File: config.mk
export PLATFORM = sky130hd
export DESIGN_NAME = led_pattern_driver
export DESIGN_NICKNAME = d
export VERILOG_FILES = /design/src/rtl/led_pattern_driver.sv
export SDC_FILE = /design/constraint.sdc
export NUM_CORES = 1
export LEC_CHECK = 0
export ABC_CLOCK_PERIOD_IN_PS = 2900
export CAP_MARGIN = 30
export CORE_ASPECT_RATIO = 0.9
export CORE_MARGIN = 1.5
export CORE_UTILIZATION = 40
export CTS_CLUSTER_SIZE = 8
export DETAILED_ROUTE_END_ITERATION = 6
export HOLD_SLACK_MARGIN = 0.12
export SYNTH_ARGS = -nofsm -noshare
export SYNTH_HDL_FRONTEND = slang
export SYNTH_SLANG_ARGS = --single-unit
File: constraint.sdc
create_clock -name pin_clk_16M -period 2.9 [get_ports pin_clk_16M]
set_clock_uncertainty 0.2 [all_clocks]
set_input_delay 0.87 -clock pin_clk_16M [delete_from_list [all_inputs] [get_ports pin_clk_16M]]
set_output_delay 0.87 -clock pin_clk_16M [all_outputs]
set_load 0.02 [all_outputs]
File: src/rtl/led_pattern_driver.sv
// Multi-channel LED driver: per-channel off/on/blink/PWM from one shared free-running counter.
// Optional triangle-wave breathe ramp per channel when LED_BREATHE_EN is defined.
module led_pattern_driver #(
   parameter int NUM_LEDS      = 4,
   parameter int CNT_WIDTH     = 32,
   parameter int BLINK_BIT     = 23,
   parameter int PWM_BITS      = 8,
   parameter int BREATHE_SHIFT = 16,
   localparam int CH_W         = (NUM_LEDS > 1) ? $clog2(NUM_LEDS) : 1
) (
   input  logic                pin_clk_16M,
   input  logic                pin_reset_n,
   input  logic                cfg_we,
   input  logic [CH_W-1:0]     cfg_chan,
   input  logic [1:0]          cfg_mode,
   input  logic [PWM_BITS-1:0] cfg_duty,
   input  logic                cfg_invert,
   input  logic                cfg_breathe,
   output logic                cfg_ack,
   output logic                cfg_err,
   output logic [NUM_LEDS-1:0] leds
);

   // One extra bit so NUM_LEDS itself is representable for the range compare
   localparam logic [CH_W:0] NUM_CH = (CH_W + 1)'(NUM_LEDS);

   logic [CNT_WIDTH-1:0] r_count;
   logic [NUM_LEDS-1:0]  r_leds;
   logic [NUM_LEDS-1:0]  w_led_nxt;
   logic                 r_ack;
   logic                 r_err;
   logic                 w_chan_ok;
   logic                 w_wr_ok;
   logic                 w_wr_bad;
   logic                 w_unused;

   assign w_chan_ok = ({1'b0, cfg_chan} < NUM_CH);
   assign w_wr_ok   = cfg_we & w_chan_ok;
   assign w_wr_bad  = cfg_we & ~w_chan_ok;
   assign w_unused  = ^{r_count, cfg_breathe};

   assign cfg_ack = r_ack;
   assign cfg_err = r_err;
   assign leds    = r_leds;

   always_ff @(negedge pin_clk_16M) begin
      if (!pin_reset_n) begin
         r_count <= '0;
         r_leds  <= '0;
         r_ack   <= 1'b0;
         r_err   <= 1'b0;
      end else begin
         r_count <= r_count + CNT_WIDTH'(1);
         r_leds  <= w_led_nxt;
         r_ack   <= w_wr_ok;
         r_err   <= w_wr_bad;
      end
   end

`ifdef LED_BREATHE_EN
   // Ramp direction FSM, one instance per channel:
   //   state     | meaning
   //   RAMP_UP   | ramp counts up toward all-ones
   //   RAMP_DOWN | ramp counts down toward zero
   typedef enum logic {RAMP_UP = 1'b0, RAMP_DOWN = 1'b1} ramp_dir_t;

   logic w_step;
   assign w_step = &r_count[BREATHE_SHIFT-1:0];
`endif

   for (genvar i = 0; i < NUM_LEDS; i++) begin : g_chan
      logic [1:0]          r_mode;
      logic [PWM_BITS-1:0] r_duty;
      logic                r_invert;
      logic                w_sel;
      logic [PWM_BITS-1:0] w_eff_duty;
      logic                w_led;

      assign w_sel = w_wr_ok && (cfg_chan == CH_W'(i));

      always_ff @(negedge pin_clk_16M) begin
         if (!pin_reset_n) begin
            r_mode   <= 2'd0;
            r_duty   <= '0;
            r_invert <= 1'b0;
         end else if (w_sel) begin
            r_mode   <= cfg_mode;
            r_duty   <= cfg_duty;
            r_invert <= cfg_invert;
         end
      end

`ifdef LED_BREATHE_EN
      ramp_dir_t           r_dir;
      ramp_dir_t           w_dir_nxt;
      logic                r_breathe;
      logic [PWM_BITS-1:0] r_ramp;
      logic [PWM_BITS-1:0] w_ramp_nxt;

      always_ff @(negedge pin_clk_16M) begin
         if (!pin_reset_n) begin
            r_dir <= RAMP_UP;
         end else if (w_sel) begin
            r_dir <= RAMP_UP;
         end else if (w_step) begin
            r_dir <= w_dir_nxt;
         end
      end

      // Turn around on the step that would leave the range, so endpoints last one step
      always_comb begin
         w_dir_nxt = r_dir;
         case (r_dir)
            RAMP_UP:   if (&r_ramp)       w_dir_nxt = RAMP_DOWN;
            RAMP_DOWN: if (r_ramp == '0)  w_dir_nxt = RAMP_UP;
            default:   w_dir_nxt = RAMP_UP;
         endcase
      end

      always_comb begin
         w_ramp_nxt = r_ramp;
         if (w_dir_nxt == RAMP_UP) w_ramp_nxt = r_ramp + PWM_BITS'(1);
         else                      w_ramp_nxt = r_ramp - PWM_BITS'(1);
      end

      always_ff @(negedge pin_clk_16M) begin
         if (!pin_reset_n) begin
            r_breathe <= 1'b0;
            r_ramp    <= '0;
         end else if (w_sel) begin
            r_breathe <= cfg_breathe;
            r_ramp    <= '0;
         end else if (w_step) begin
            r_ramp    <= w_ramp_nxt;
         end
      end

      assign w_eff_duty = r_breathe ? r_ramp : r_duty;
`else
      assign w_eff_duty = r_duty;
`endif

      always_comb begin
         w_led = 1'b0;
         case (r_mode)
            2'd0:    w_led = 1'b0;
            2'd1:    w_led = 1'b1;
            2'd2:    w_led = r_count[BLINK_BIT] ^ r_invert;
            2'd3:    w_led = (r_count[PWM_BITS-1:0] < w_eff_duty);
            default: w_led = 1'b0;
         endcase
      end

      assign w_led_nxt[i] = w_led;
   end

endmodule

==> results of run 1 <==
logic make-up (layout without fill, tap and decap cells):
family	Yosys count	count (layout)	share of synthesized area
and+or+nand+nor	171	173	0.2381
muxes	15	15	0.04165
DFF	73	73	0.4054
buffers and inverters	57	176	0.06317
other	1	1	0.001040
xor gates and xnor gates	16	16	0.03888
adders and majority gates	29	29	0.1007
AOI/OAI and AO/OA	66	66	0.1111
per-stage QoR:
step	instance area, um^2	power, uW	hold slack [ps]	TNS, ps	utilization
after floorplan	3722	1341	226.4	-13140	-
after global placement	4109	1419	240.7	-58040	0.4751
after detailed placement	4109	1423	245.5	-59560	0.4751
after CTS	4828	2615	247.4	-5893	0.5583
after global routing	5041	2808	266.9	-8609	0.5829
final	5041	2594	250.6	-7586	0.5829
worst max path at each step:
stage / endpoint / slack (ps) / cells past startpoint / start
2_1_floorplan: g_chan[0].r_mode[1]$_SDFFE_NN0P_ / -400 / 6 / cfg_chan[1]
3_3_place_gp: g_chan[0].r_invert$_SDFFE_NN0P_ / -900 / 5 / cfg_we
3_5_place_dp: g_chan[0].r_duty[0]$_SDFFE_NN0P_ / -910 / 5 / cfg_we
4_1_cts: cfg_ack / -460 / 1 / cfg_ack$_SDFF_NN0_
5_1_grt: leds[1] / -500 / 1 / leds[1]$_SDFF_NN0_
6_report: cfg_ack / -450 / 1 / cfg_ack$_SDFF_NN0_
synth_stat cells, drive strengths merged (4+ instances only):
master | n | share of area
dfxtp | 73 | 0.41
nand2 | 60 | 0.065
nor2 | 45 | 0.047
a21oi | 39 | 0.054
inv | 39 | 0.041
ha | 29 | 0.10
nand3 | 16 | 0.027
mux2i | 15 | 0.042
clkbuf | 13 | 0.014
xnor2 | 8 | 0.019
xor2 | 8 | 0.019
nand4 | 7 | 0.016
nand2b | 6 | 0.010
nor3 | 6 | 0.0083
o21ai | 6 | 0.0083
buf | 5 | 0.0090
o311ai | 5 | 0.012
or4 | 5 | 0.010
a2111oi | 4 | 0.0097
a221oi | 4 | 0.0097
and2 | 4 | 0.0069
and4 | 4 | 0.011
and4b | 4 | 0.011
o31ai | 4 | 0.0083
final cells by class:
type | count | area share
multi-input cells | 300 | 0.4356
flip-flops and latches | 73 | 0.2911
repair buffers | 49 | 0.1167
clock inverters | 80 | 0.07272
inverters | 38 | 0.02978
well taps | 119 | 0.02954
clock buffers | 9 | 0.02457
layer usage:
layer  GRT usage  vias to the layer above  part of all wire
met5           0                        -                 0
met4     0.09009                        0             0.012
met3     0.08296                       10             0.045
met2      0.2977                       57              0.46
met1      0.2695                     1608              0.48
li1            -                     1702                 -
power breakdown:
group | internal, uW | total [uW] | switching, uW
clock network | 615 | 1280 | 665
registers | 1040 | 1060 | 22.2
logic | 121 | 253 | 132
total | 1770 | 2590 | 819
registers in the layout (all words and copies together), names as in the netlist:
register and flops:
g_chan.r_mode 8, r_count 24, leds 4, g_chan.r_duty 32, cfg_ack 1, g_chan.r_invert 4
what timing repair did:
action	CTS	global route
resized for setup	106	47
setup buffers	4	3
setup endpoints to repair	78	49
cloned	5	3
pin swaps	20	20
==> impl_metrics.ini, run 1 <==
[run_status]
status = finished, violations left
failed_checks = negative setup slack

[routing]
drc = 0
wl_mm = 9.532
dr.pass1.iters = 4
drt_iter0_drc = 141
final_antenna_net_count = 0
num_vias = 3377
via_per_inst = 5.055
post_drt_wl_per_cell_um = 14.27

[global_route]
grt_max_degree = 20
grt_pass1_vias = 3317
antenna_found_initial = 0
overflow = 0
grt_pass1_wl_mm = 15.00
track_usage = 0.2062

[worst_setup_path]
crit_buf_inv = 1
cp_slowest_cell = dfxtp_2
crit_type = reg -> out
crit_path_end_kind = output port
reg2reg_to = r_count[21]$_SDFF_NN0_
critical_path_arrival_ps = 2280
crit_fanout = 1
ff2ff_setup_slack_ps = 810
worstRegToRegCells = 4
path_cells = buf_6
cp_top_family = flip-flops
reg2reg_from = r_count[2]$_SDFF_NN0_
cp-start-kind = flop
max_stage_delay_ps = 310
required_ps = 1830

[place]
pre_cts_ws_ps = -905.2
dp_cells = 566
port_buffers = 20
gp_congestion = 0.7455
hpwl_mm = 5.605

[synth]
async_flop_share = 0
syn_area_per_cell_um2 = 8.422
syn_area_um2 = 3605
synth-edff-count = 0
ys_warn_count = 0
synth_top_flop_cell = dfxtp_1
postSynthCellCount = 428
synth.net_count = 474
synth.distinct_cells = 43
seq_area_frac_synth = 0.4054
ys_ff_latch = 73

[final_layout]
multi_input_area_um2 = 2196
nFillCells = 800
layoutNonFillerInstCount = 668
antenna_cells = 0
nNetsFinal = 590
final_common_cell = inv_1
syn_to_final_growth_pct = 39.85
regArea_um2 = 1468
most-common-layout-cells = 111 x inv_1, 68 x dfxtp_1, 37 x nor2_1
layout-drive-gt1-share = 0.2495

[power]
power_density_nw_per_um2 = 514.5
vdd_drop_max_v = 0.0003027
p_leak_uw = 0.002209

[floorplanning]
design.die.area_um2 = 9591
rows = 32
die_x_um = 103.1
die_h_um = 93.06
start_util = 0.4168
core_area_um2 = 8648
io-pin-count = 23

[timing]
setup_viol = 49
setup_slack_ps = -447.0
grt_setup_unrepaired = yes
final-max-slew-violation-count = 0
hold_viol_final = 0

[clocking]
clk_pin_slew_ps = 40
clock_latency_ps = 410
cts_buffers = 9
clockBufferDepth = 2
cts_tree = built
htreeDepth = 3
root_buffer = clkbuf_8
clock-sinks = 73
holdBufCountCts = 0

[worst_hold_path]
hold-path-cell-count = 2
hold_start = g_chan[2].r_duty[5]$_SDFFE_NN0P_
hold_class = reg -> reg
holdPathEnd = g_chan[2].r_duty[5]$_SDFFE_NN0P_

[run]
max_cap_viol_count = 0
Power figures use the tool's default switching activity.
==> run 2, diff against run 1 <==
--- a/config.mk
+++ b/config.mk
@@ -8,11 +8,11 @@
 export ABC_CLOCK_PERIOD_IN_PS = 2900
 export CAP_MARGIN = 30
 export CORE_ASPECT_RATIO = 0.9
-export CORE_MARGIN = 1.5
-export CORE_UTILIZATION = 40
+export CORE_UTILIZATION = 50
 export CTS_CLUSTER_SIZE = 8
 export DETAILED_ROUTE_END_ITERATION = 6
 export HOLD_SLACK_MARGIN = 0.12
+export PLACE_DENSITY = 0.69
 export SYNTH_ARGS = -nofsm -noshare
 export SYNTH_HDL_FRONTEND = slang
 export SYNTH_SLANG_ARGS = --single-unit
==> run 2 against run 1 <==
Compared with the run above:
- the flow still finishes with violations (negative setup slack)
- non-clock buffer count down 9
- core utilization grew 15 points
- setup slack worse by 2.4 ps
- die area down 21%
- clock-buffer cell count did not move
- final cell count fell by 5.8%
- clock power decreased by 6%
- critical path depth stayed put
- wire length up 1.3%
- largest power group unchanged
==> impl_metrics.ini, run 2 (synthesis results as in run 1) <==
[run_status]
status = finished, violations left
failed_checks = negative setup slack

[worst_setup_path]
crit_type = reg -> out
path_cells = buf_6
cp_slowest_cell = dfxtp_2
reg2reg_from = r_count[2]$_SDFF_NN0_
critical_path_arrival_ps = 2280
max_stage_delay_ps = 310
required_ps = 1830
setup.worst_path.start = leds[3]$_SDFF_NN0_
cp_top_family = flip-flops
crit_path_end_kind = output port
crit_buf_inv = 1
cp-start-kind = flop
crit_fanout = 1

[final_layout]
registers.top_by_ff_count = g_chan.r_duty
fin_util = 0.7346
top_regs = g_chan.r_duty: 32 flops, r_count: 24 flops, g_chan.r_mode: 8 flops
nNetsFinal = 581
layout-drive-gt1-share = 0.2542
stdcell_area_um2 = 4967
syn_to_final_growth_pct = 37.80
largest_register_ffs = 32
antenna_cells = 0
final_common_cell = inv_1
most-common-layout-cells = 110 x inv_1, 68 x dfxtp_1, 36 x nor2_1, 29 x ha_1, 27 x a21oi_2

[timing]
grt_setup_unrepaired = yes
setup_viol = 49
worst_hold_slack_ps = 256.9
worst_pin_slew_ps = 511.0
final-max-slew-violation-count = 0
slew_headroom = 0.6588
setup_slack_ps = -449.4
hold_viol_final = 0

[floorplanning]
io-pin-count = 23
start_util = 0.5331
die_x_um = 91.50
design.die.area_um2 = 7553
core_area_um2 = 6761
rows = 28
die_h_um = 82.55

[clocking]
holdBufCountCts = 0
htreeDepth = 3
clockBufferDepth = 2
clock-sinks = 73
cts_tree = built
root_buffer = clkbuf_8
clk_pin_slew_ps = 40
clock_latency_ps = 410
cts_buffers = 9

[global_route]
grt_pass1_wl_mm = 15.04
grt_max_degree = 24
antenna_found_initial = 0
track_usage = 0.2621
overflow = 0
grt_pass1_vias = 3266

[routing]
wl_mm = 9.655
num_vias = 3393
via_per_inst = 5.394
final_antenna_net_count = 0
drc = 0
drt_iter0_drc = 221
post_drt_wl_per_cell_um = 15.35
dr.pass1.iters = 4

[power]
p_leak_uw = 0.002182
power_density_nw_per_um2 = 506.3
vdd_drop_max_v = 0.0003222
p_total_uw = 2515

[place]
pre_cts_ws_ps = -949.2
hpwl_mm = 5.398
port_buffers = 20
placed_area_um2 = 3990
gp_congestion = 0.8453

[run]
max_cap_viol_count = 0

[worst_hold_path]
hold_start = g_chan[3].r_duty[1]$_SDFFE_NN0P_
hold_class = reg -> reg
[run 2: cell count changes in the layout (fill, tap and decap cells not counted), moves of 3 or more]
cell / before / now
nor2_2: 5 / 1
buf_12: 7 / 2
buf_4: 7 / 1
nand2_2: 29 / 26
nand2_1: 29 / 22
nor2_4: 3 / 8
nand2_4: 2 / 12
[run 2: cell type report]
class | instances | area [um^2]
Clock buffer | 9 | 123.9
Clock inverter | 79 | 339.1
Fill cell | 501 | 1794
Inverter | 38 | 150.1
Multi-Input combinational cell | 300 | 2282
Sequential cell | 73 | 1468
Tap cell | 90 | 112.6
Timing Repair Buffer | 40 | 491.7
[run 2: what timing repair did]
action / in CTS / in global routing
resized for setup: 122 / 64
pin swaps: 31 / 37
setup buffers: 4 / 2
endpoints found under the setup margin: 78 / 49
endpoints found under the hold margin: 0 / 0
gates cloned: 7 / 1
[run 2: path summary, 6_finish.rpt]
kind | endpoint | slack (ps) | depth (start not counted)
setup / recovery | leds[3] | -450 | 1
hold / removal | g_chan[3].r_duty[1]$_SDFFE_NN0P_ | 260 | 2
setup reg to reg | r_count[21]$_SDFF_NN0_ | 800 | 4
hold reg to reg | g_chan[3].r_duty[1]$_SDFFE_NN0P_ | 260 | 2
[run 2: metrics by stage]
stage | setup TNS [ps] | instances
finish | -7047 | 629
global route | -7870 | 629
CTS | -5575 | 629
detailed placement | -60880 | 531
global placement | -59340 | 531
floorplan | -13140 | 428
[run 2: metal layers]
metal / wire, um / track usage / vias to the layer above
met5: 0 / 0 / -
met2: 4411 / 0.4030 / 96
met4: 136 / 0.1175 / 0
met3: 649 / 0.09982 / 18
li1: - / - / 1694
met1: 4457 / 0.3287 / 1585
[run 2: report_power, final]
part	total, uW	internal, uW	switching [uW]	leakage, uW
sequential	1060	1040	24.5	0.000594
clock	1200	527	674	0.000485
combinational	251	115	136	0.00110
==> run 3, diff against run 2 <==
--- a/config.mk
+++ b/config.mk
@@ -9,6 +9,7 @@
 export CAP_MARGIN = 30
 export CORE_ASPECT_RATIO = 0.9
 export CORE_UTILIZATION = 50
+export CTS_BUF_LIST = sky130_fd_sc_hd__clkbuf_16
 export CTS_CLUSTER_SIZE = 8
 export DETAILED_ROUTE_END_ITERATION = 6
 export HOLD_SLACK_MARGIN = 0.12
==> run 3 against run 2 <==
Compared with the run above:
- the run still ends with negative setup slack left
- wire length grew 3.0%
- global-route usage grew 0.93 points
- worst hold slack is essentially flat
- first-iteration DRC count grew 19%
- combinational power is essentially flat
- sequential cell count is the same
- final area grew 1.4%
- largest cell class unchanged
- largest power group unchanged
==> impl_metrics.ini, run 3 (synthesis results as in run 1) <==
[run_status]
status = finished, violations left
failed_checks = negative setup slack

[final_layout]
regArea_um2 = 1468
antenna_cells = 0
layout-drive-gt1-share = 0.2505
largest_register_ffs = 32
stdcell_area_um2 = 5035
most-common-layout-cells = 110 x inv_1, 68 x dfxtp_1, 36 x nor2_1, 29 x nand2_2, 29 x ha_1
final_common_cell = inv_1
nFillCells = 476
nNetsFinal = 581
layoutNonFillerInstCount = 629
top_regs = g_chan.r_duty: 32 flops, r_count: 24 flops, g_chan.r_mode: 8 flops
registers.top_by_ff_count = g_chan.r_duty
multi_input_area_um2 = 2257
syn_to_final_growth_pct = 39.67

[timing]
slew_headroom = 0.6590
setup_viol = 49
worst_pin_slew_ps = 510.8
hold_viol_final = 0
final-max-slew-violation-count = 0
worst_hold_slack_ps = 257.3
setup_slack_ps = -449.3
grt_setup_unrepaired = yes

[routing]
wl_mm = 9.947
via_per_inst = 5.520
final_antenna_net_count = 0
dr.pass1.iters = 5
num_vias = 3472
drt_iter0_drc = 264
drc = 0
post_drt_wl_per_cell_um = 15.81

[worst_setup_path]
cp-start-kind = flop
crit_path_end_kind = output port
cp_slowest_cell = dfxtp_2
crit_buf_inv = 1
ff2ff_setup_slack_ps = 810
required_ps = 1830
critical_path_arrival_ps = 2280
crit_fanout = 1
max_stage_delay_ps = 310
cp_top_family = flip-flops
path_cells = buf_6
crit_type = reg -> out

[power]
pwr-share-comb = 0.089
vdd_drop_max_v = 0.0004220
internal_power_uw = 1952
p_total_uw = 2825
p_leak_uw = 0.002206
clkPwrFrac = 0.535
swShare = 0.3092
switchingPower_uw = 873.6
power_density_nw_per_um2 = 561.1
seq_power_share = 0.376

[floorplanning]
die_x_um = 91.50
die_h_um = 82.55
rows = 28
design.die.area_um2 = 7553
core_area_um2 = 6761
start_util = 0.5331
io-pin-count = 23

[clocking]
cts_buffers = 9
holdBufCountCts = 0
clk_pin_slew_ps = 50
clockBufferDepth = 2
clock_latency_ps = 400
cts_tree = built
clock-sinks = 73
root_buffer = clkbuf_16
htreeDepth = 3

[place]
pre_cts_ws_ps = -949.2
hpwl_mm = 5.398
port_buffers = 20
dp_cells = 531
gp_congestion = 0.8453
placed_area_um2 = 3990

[global_route]
track_usage = 0.2715
overflow = 0
grt_max_degree = 24
grt_pass1_vias = 3356
antenna_found_initial = 0
grt_pass1_wl_mm = 15.49

[run]
max_cap_viol_count = 0

[worst_hold_path]
hold_class = reg -> reg
==> run 3: timing repair <==
item | CTS | global route
pin swaps | 28 | 31
gates cloned | 8 | 1
setup endpoints to repair | 78 | 50
gates resized for setup | 130 | 50
setup buffers | 4 | 1
==> run 3: final timing paths <==
check / from / end / cells past startpoint
min: g_chan[3].r_duty[7]$_SDFFE_NN0P_ / g_chan[3].r_duty[7]$_SDFFE_NN0P_ / 2
min reg2reg: g_chan[3].r_duty[7]$_SDFFE_NN0P_ / g_chan[3].r_duty[7]$_SDFFE_NN0P_ / 2
max: leds[3]$_SDFF_NN0_ / leds[3] / 1
max reg2reg: r_count[2]$_SDFF_NN0_ / r_count[21]$_SDFF_NN0_ / 4
==> run 3: cell type report <==
| class | count | share of cell area |
|---|---|---|
| Clock inverter | 79 | 0.06735 |
| Timing Repair Buffer | 40 | 0.09592 |
| Tap cell | 90 | 0.02237 |
| Clock buffer | 9 | 0.04473 |
| Multi-Input combinational cell | 300 | 0.4483 |
| Inverter | 38 | 0.02982 |
| Sequential cell | 73 | 0.2915 |
==> run 3: metal layers <==
layer	wire [um]	up-vias	global-route usage
met2	4499	124	0.4113
met1	4661	1643	0.3400
li1	-	1687	-
met3	609	18	0.1007
met5	0	-	0
met4	177	0	0.1397
==> run 3: tightest hold or removal path, delay by kind of cell, from the launching register on <==
kind            cells  cell delay, ps
flops               1             300
compound gates      1              50
simple gates        1              50
==> run 3: stage by stage <==
stage               TNS [ps]  utilization
global route           -8224       0.7446
CTS                    -5951       0.7258
finish                 -7078       0.7446
detailed placement    -60880       0.5901
floorplan             -13140            -
global placement      -59340       0.5901
==> run 3: power groups by stage <==
stage / registers [uW] / clock network [uW] / logic (uW)
after global routing: 1060 / 1690 / 273
final: 1060 / 1510 / 252
after CTS: 1060 / 1530 / 232
after floorplan: 1070 / 155 / 116
after detailed placement: 1070 / 155 / 183
after global placement: 1070 / 155 / 179
